$ cat src/rtl/example_gate_net.sv
// example_gate_net: fixed four-gate network y = NAND(NAND(a,b), AND(c,~b,d), NOR(e,f))
// with a register chain per gate, so every input-to-y path has a fixed latency.
// Each stage chain resets to the value it would hold with all inputs at 0.
// Latency parameters are legal in the range 1..8.
module example_gate_net #(
  parameter int T1_LAT  = 1,
  parameter int T2_LAT  = 2,
  parameter int T3_LAT  = 1,
  parameter int OUT_LAT = 1
) (
  input  logic clk,
  input  logic rst,
  input  logic a,
  input  logic b,
  input  logic c,
  input  logic d,
  input  logic e,
  input  logic f,
  output logic y,
  output logic y_valid
);

  // Longest gate stage plus the output stage gives the fill time of the network.
  localparam int MAX_T12   = (T1_LAT > T2_LAT) ? T1_LAT : T2_LAT;
  localparam int MAX_T     = (MAX_T12 > T3_LAT) ? MAX_T12 : T3_LAT;
  localparam int VALID_LAT = MAX_T + OUT_LAT;
  localparam int CNT_W     = $clog2(VALID_LAT + 1);
  localparam logic [CNT_W-1:0] VALID_LAST = CNT_W'(VALID_LAT - 1);

  logic                t1_in_s;
  logic                t2_in_s;
  logic                t3_in_s;
  logic                out_in_s;
  logic [T1_LAT-1:0]   t1_r;
  logic [T2_LAT-1:0]   t2_r;
  logic [T3_LAT-1:0]   t3_r;
  logic [OUT_LAT-1:0]  out_r;
  logic [CNT_W-1:0]    cnt_r;
  logic                y_valid_r;

  // Gate functions feeding the head of each register chain.
  always_comb begin
    t1_in_s  = 1'b1;
    t2_in_s  = 1'b0;
    t3_in_s  = 1'b1;
    out_in_s = 1'b1;
    t1_in_s  = ~(a & b);
    t2_in_s  = c & ~b & d;
    t3_in_s  = ~(e | f);
    out_in_s = ~(t1_r[T1_LAT-1] & t2_r[T2_LAT-1] & t3_r[T3_LAT-1]);
  end

  // Stage t1 chain: NAND(a,b), reset value matches all-zero inputs (1).
  always_ff @(posedge clk or posedge rst) begin
    if (rst) begin
      t1_r <= {T1_LAT{1'b1}};
    end else begin
      t1_r[0] <= t1_in_s;
      for (int i = 1; i < T1_LAT; i++) begin
        t1_r[i] <= t1_r[i-1];
      end
    end
  end

  // Stage t2 chain: AND(c,~b,d), reset value matches all-zero inputs (0).
  always_ff @(posedge clk or posedge rst) begin
    if (rst) begin
      t2_r <= {T2_LAT{1'b0}};
    end else begin
      t2_r[0] <= t2_in_s;
      for (int i = 1; i < T2_LAT; i++) begin
        t2_r[i] <= t2_r[i-1];
      end
    end
  end

  // Stage t3 chain: NOR(e,f), reset value matches all-zero inputs (1).
  always_ff @(posedge clk or posedge rst) begin
    if (rst) begin
      t3_r <= {T3_LAT{1'b1}};
    end else begin
      t3_r[0] <= t3_in_s;
      for (int i = 1; i < T3_LAT; i++) begin
        t3_r[i] <= t3_r[i-1];
      end
    end
  end

  // Output chain: NAND of the three stage outputs; y is forced high in reset.
  always_ff @(posedge clk or posedge rst) begin
    if (rst) begin
      out_r <= {OUT_LAT{1'b1}};
    end else begin
      out_r[0] <= out_in_s;
      for (int i = 1; i < OUT_LAT; i++) begin
        out_r[i] <= out_r[i-1];
      end
    end
  end

  // Saturating fill counter: y_valid rises on the VALID_LAT-th edge after reset release.
  always_ff @(posedge clk or posedge rst) begin
    if (rst) begin
      cnt_r     <= {CNT_W{1'b0}};
      y_valid_r <= 1'b0;
    end else if (!y_valid_r) begin
      if (cnt_r == VALID_LAST) begin
        y_valid_r <= 1'b1;
      end else begin
        cnt_r <= cnt_r + CNT_W'(1);
      end
    end
  end

  assign y       = out_r[OUT_LAT-1];
  assign y_valid = y_valid_r;

endmodule

$ cat config.mk
export PLATFORM = sky130hd
export DESIGN_NAME = example_gate_net
export DESIGN_NICKNAME = d
export VERILOG_FILES = /design/src/rtl/example_gate_net.sv
export SDC_FILE = /design/constraint.sdc
export NUM_CORES = 1
export LEC_CHECK = 0
export CORE_AREA = 2 2 39 41
export DETAILED_ROUTE_END_ITERATION = 10
export DIE_AREA = 0 0 41 43
export SETUP_SLACK_MARGIN = 0.05
export SLEW_MARGIN = 20
export SYNTH_ARGS = -nofsm -noshare
export SYNTH_HDL_FRONTEND = slang
export SYNTH_SLANG_ARGS = --single-unit
$ cat constraint.sdc
create_clock -name clk -period 1.55 [get_ports clk]
set_clock_uncertainty 0.05 [all_clocks]
set_input_delay 0.31 -clock clk [delete_from_list [all_inputs] [get_ports clk]]
set_output_delay 0.31 -clock clk [all_outputs]
set_load 0.03 [all_outputs]
# Yosys cells after proc, flatten, opt, wreduce, memory -nomap -nowiden
# Index checks and enable logic that the tools add are counted.
[word_totals]
reg_bits = 8
inputBits = 8
[op_classes]
eq_ne = 1
mux = 2
reduce_logical = 1
bitwise_logic = 12
n_addsub = 1
[op_table]
columns = ["op", "count"]
rows = [
  ["inverter 1 bit", 6],
  ["bitwise AND 1 bit", 5],
  ["adder 2 x 1 -> 2 bit, second input constant", 1],
  ["equality test 2 bit, second input constant", 1],
  ["two-way mux 1 bit", 2],
  ["AND reduction 2 bit", 1],
  ["bitwise OR 1 bit", 1],
]

# Depth between registers and ports, before layout
[logic_depth]
word_depth = 3
depth_mapped = 4
depth_no_buf = 4

# Least setup slack after synthesis
# Ideal clock, no wire load.
[synth_path]
path_type = "register -> register"
start = "reg cnt_r[0]"
end = "reg cnt_r[0]"
synth_period_minus_slack_ns = 1.158
setup_ns = 0.122
path_buffers = 0
stages_incl_launch_ff = 5
setup_slack_ns = 0.392
arrival_time_ns = 0.986
t_required_ns = 1.378
cell_sequence = "dfrtp_1 inv_1 ha_1 or2_4 xnor2_2"
[synth_via]
elab_chain_len = 3
elab_cells_between_ends = 4
[synth_lines]
columns = ["element", "line_no", "rtl"]
rows = [
  ["start, declared", "38", "logic [CNT_W-1:0] cnt_r;"],
  ["start signal, assigned", "104", "cnt_r <= {CNT_W{1'b0}};"],
  ["start signal, assigned", "110", "cnt_r <= cnt_r + CNT_W'(1);"],
  ["equality test 2 bit", "107", "if (cnt_r == VALID_LAST) begin"],
  ["inverter 1 bit (no source line)", "--", ""],
  ["AND reduction 2 bit (no source line)", "--", ""],
]
# Parallel ways exist; a longest one is shown, timed or not.
# A chain may end at the register's enable or synchronous reset.

# Final worst setup path
[layout_path]
start = "reg y_valid_r, in the netlist y_valid"
end = "out y_valid"
[layout_rtl]
columns = ["element", "line_no", "rtl"]
rows = [
  ["start, declared", "39", "logic y_valid_r;"],
  ["start signal, assigned", "105", "y_valid_r <= 1'b0;"],
  ["start signal, assigned", "108", "y_valid_r <= 1'b1;"],
  ["end, declared", "20", "output logic y_valid"],
]
# No word-level cell between the ends.

==> results.yml <==
global_routing:
  grt_usage: 0.0712
  grt_pass1_wl_um: 724
  grt_overflow: 0
  grt_max_degree: 9
  grt_pass1_vias: 193
  antenna_found_initial: 0
timing:
  final_hold_viol_count: 0
  period_needed_ns: 1.37
  period_share: 0.883
  setup_ws_ns: 0.181
  fmax_mhz: 731
  worst_hold_slack_ns: 0.244
  slew_violations: 0
  worst_pin_slew_ns: 0.290
  rsz0062_at_grt: "false"
  finalSetupViolCount: 0
  slew_headroom: 0.806
  final.setup.tns_ns: 0
placed_design:
  io_buffers: 9
  dp_slack_ns: 0.0460
  place.gp.congestion: 0.550
cells_and_area:
  drive_above_1_share: 0.273
  seq_area_um2: 204
  fin_util: 0.296
  multi_input_comb_area_um2: 67.6
  layout.nets: 43
  num-fill-cells: 145
  syn2layout_area_growth_pct: 46.6
  n_antenna_cell: 0
cts:
  post_cts_buffers: 0
  clock_sinks: 8
  cts_root_buf: "clkbuf_4"
  tritoncts: "done"
  clk_path_buf_depth: 2
  cts.clk_slew.worst_paths_ns: 0.06
  htree_num_levels: 1
  insertion_delay_ns: 0.25
  cts_made_buffers: 3
synth:
  synth.distinct_cells: 11
  synth_area_leaders: "dfrtp_1, dfstp_2, xnor2_2"
  synth_edf_count: 0
  avgSynthCellArea_um2: 14.0
  synth_top_cells_by_count: "dfrtp_1, dfstp_2, inv_1, nand2_1, nor2_1"
  synth_flop_cell: "dfrtp_1"
  postSynthRegisterBits: 8
  netlist_area_um2: 279
  async_reset_ff_frac: 1.00
  synth_sequential_area_ratio: 0.731
  syn-num-nets: 29
  ys_warn_count: 0
  synth.most_common_cell: "dfrtp_1"
  synth_top_area_cell: "dfrtp_1"
  syn_inst: 20
  synth_top_area_share: 0.448
floorplanning:
  pin_count: 10
  die_h_um: 43
  rows: 14
  initial_core_util: 0.202
  core-area_um2: 1380
  dieArea_um2: 1760
  die_w_um: 41
critical_path:
  worst_ep_required_time_ns: 1.19
  crit_start: "y_valid"
  reg2reg_from: "cnt_r[0]"
  crit_family: "buffers and inverters"
  critPathMaxStageDelay_ns: 0.40
  worst_setup_path_end_kind: "output port"
  worst-path-stages: 1
  startpoint_type: "flip-flop"
  path_cells: "dlygate4sd2_1"
  cp_max_fo: 3
  reg2reg_to: "cnt_r[0]"
  endpoint: "y_valid"
  critPathBufInv: 1
  rr_worst_depth: 4
  rrSetupSlack_ns: 0.35
  slowest_stage: "dlygate4sd2_1"
  worst-setup-path-type: "flip-flop to output port"
  crit_arrival_ns: 1.01
routing:
  first_pass_iters: 1
  avgViaCountPerCell: 3.78
  drtIter0Drc: 0
  routedWlPerCell_um: 8.16
  wl_um: 400
  ant_nets: 0
  drcViolationCount: 0
  num_vias: 185
run:
  drv_cap: 0
status:
  status: "complete, no violations"
pwr:
  ir_drop_v: 0.000362
  leakagePower_uw: 0.000174
  powerDensity_nw_per_um2: 1000
min_path:
  hold_path.class: "input pin to async pin"
[area by class of cell]
class                      instances  share of cell area
clock buffer                       4              0.0642
inverter                           2              0.0183
multi-input combinational         10               0.165
sequential                         8               0.498
tap                               16              0.0489
timing repair buffer               9               0.205
[per-stage QoR]
stage / cells / power [uW] / cell area [um^2]
after floorplan: 20 / 227 / 279
after CTS: 49 / 423 / 413
after global placement: 45 / 246 / 389
final: 49 / 411 / 409
after detailed placement: 45 / 247 / 389
after global routing: 49 / 440 / 409
[power by group]
group	internal, uW	switching (uW)
Sequential	217	1.52
Clock	98.4	69.7
Combinational	16.8	8.22
Total	332	79.4
[layer usage]
layer	up-vias	GRT usage	share of wire
met2	12	0.0938	0.51
met4	0	0.0200	0
met3	0	0.0942	0.15
li1	88	-	-
met1	85	0.0638	0.34
met5	-	0	0
[layout by cell type (no fill, tap or decap)]
cell / instances
clkdlybuf4s50_1: 7
dfrtp_1: 5
clkbuf_4: 3
dfstp_2: 3
nand2_1: 2
nor2_1: 2
inv_1: 2
nand3_1: 1
or2_4: 1
o21ai_0: 1
o21ai_1: 1
xnor2_2: 1
ha_1: 1
clkbuf_1: 1
clkbuf_2: 1
dlygate4sd2_1: 1
[how the worst min path moves through the flow]
stage                     startpoint       end  slack [ns]  cells after the start
after global placement       t2_r[0]   t2_r[1]        0.28                      0
after CTS                        rst   y_valid        0.25                      2
after detailed placement     t2_r[0]   t2_r[1]        0.29                      0
final                            rst   y_valid        0.24                      2
after floorplan                  rst  cnt_r[0]        0.07                      1
after global routing             rst   y_valid        0.26                      2
[state kept, by name, summed over array words and instances (netlist names)]
signal and count:
t1_r 1, t3_r 1, t2_r 2, y_valid 1
cnt_r 2, y 1
[kinds of logic after synthesis]
group                    Yosys count  synth area share
AO/OA/AOI/OAI                      2            0.0358
XOR/XNOR                           1            0.0583
adder cells (fa/ha/maj)            1            0.0448
buffers and inverters              2            0.0269
flip-flops                         8             0.731
AND/OR/NAND/NOR                    6             0.103
[timing repair]
action | CTS | global route
cloned | 0 | 0
hold buffers | 0 | 0
hold endpoints to repair | 0 | 0
resized for setup | 2 | 2
pin swaps | 0 | 0
endpoints found under the setup margin | 2 | 1
No activity file was read; power rests on OpenSTA's default activity.
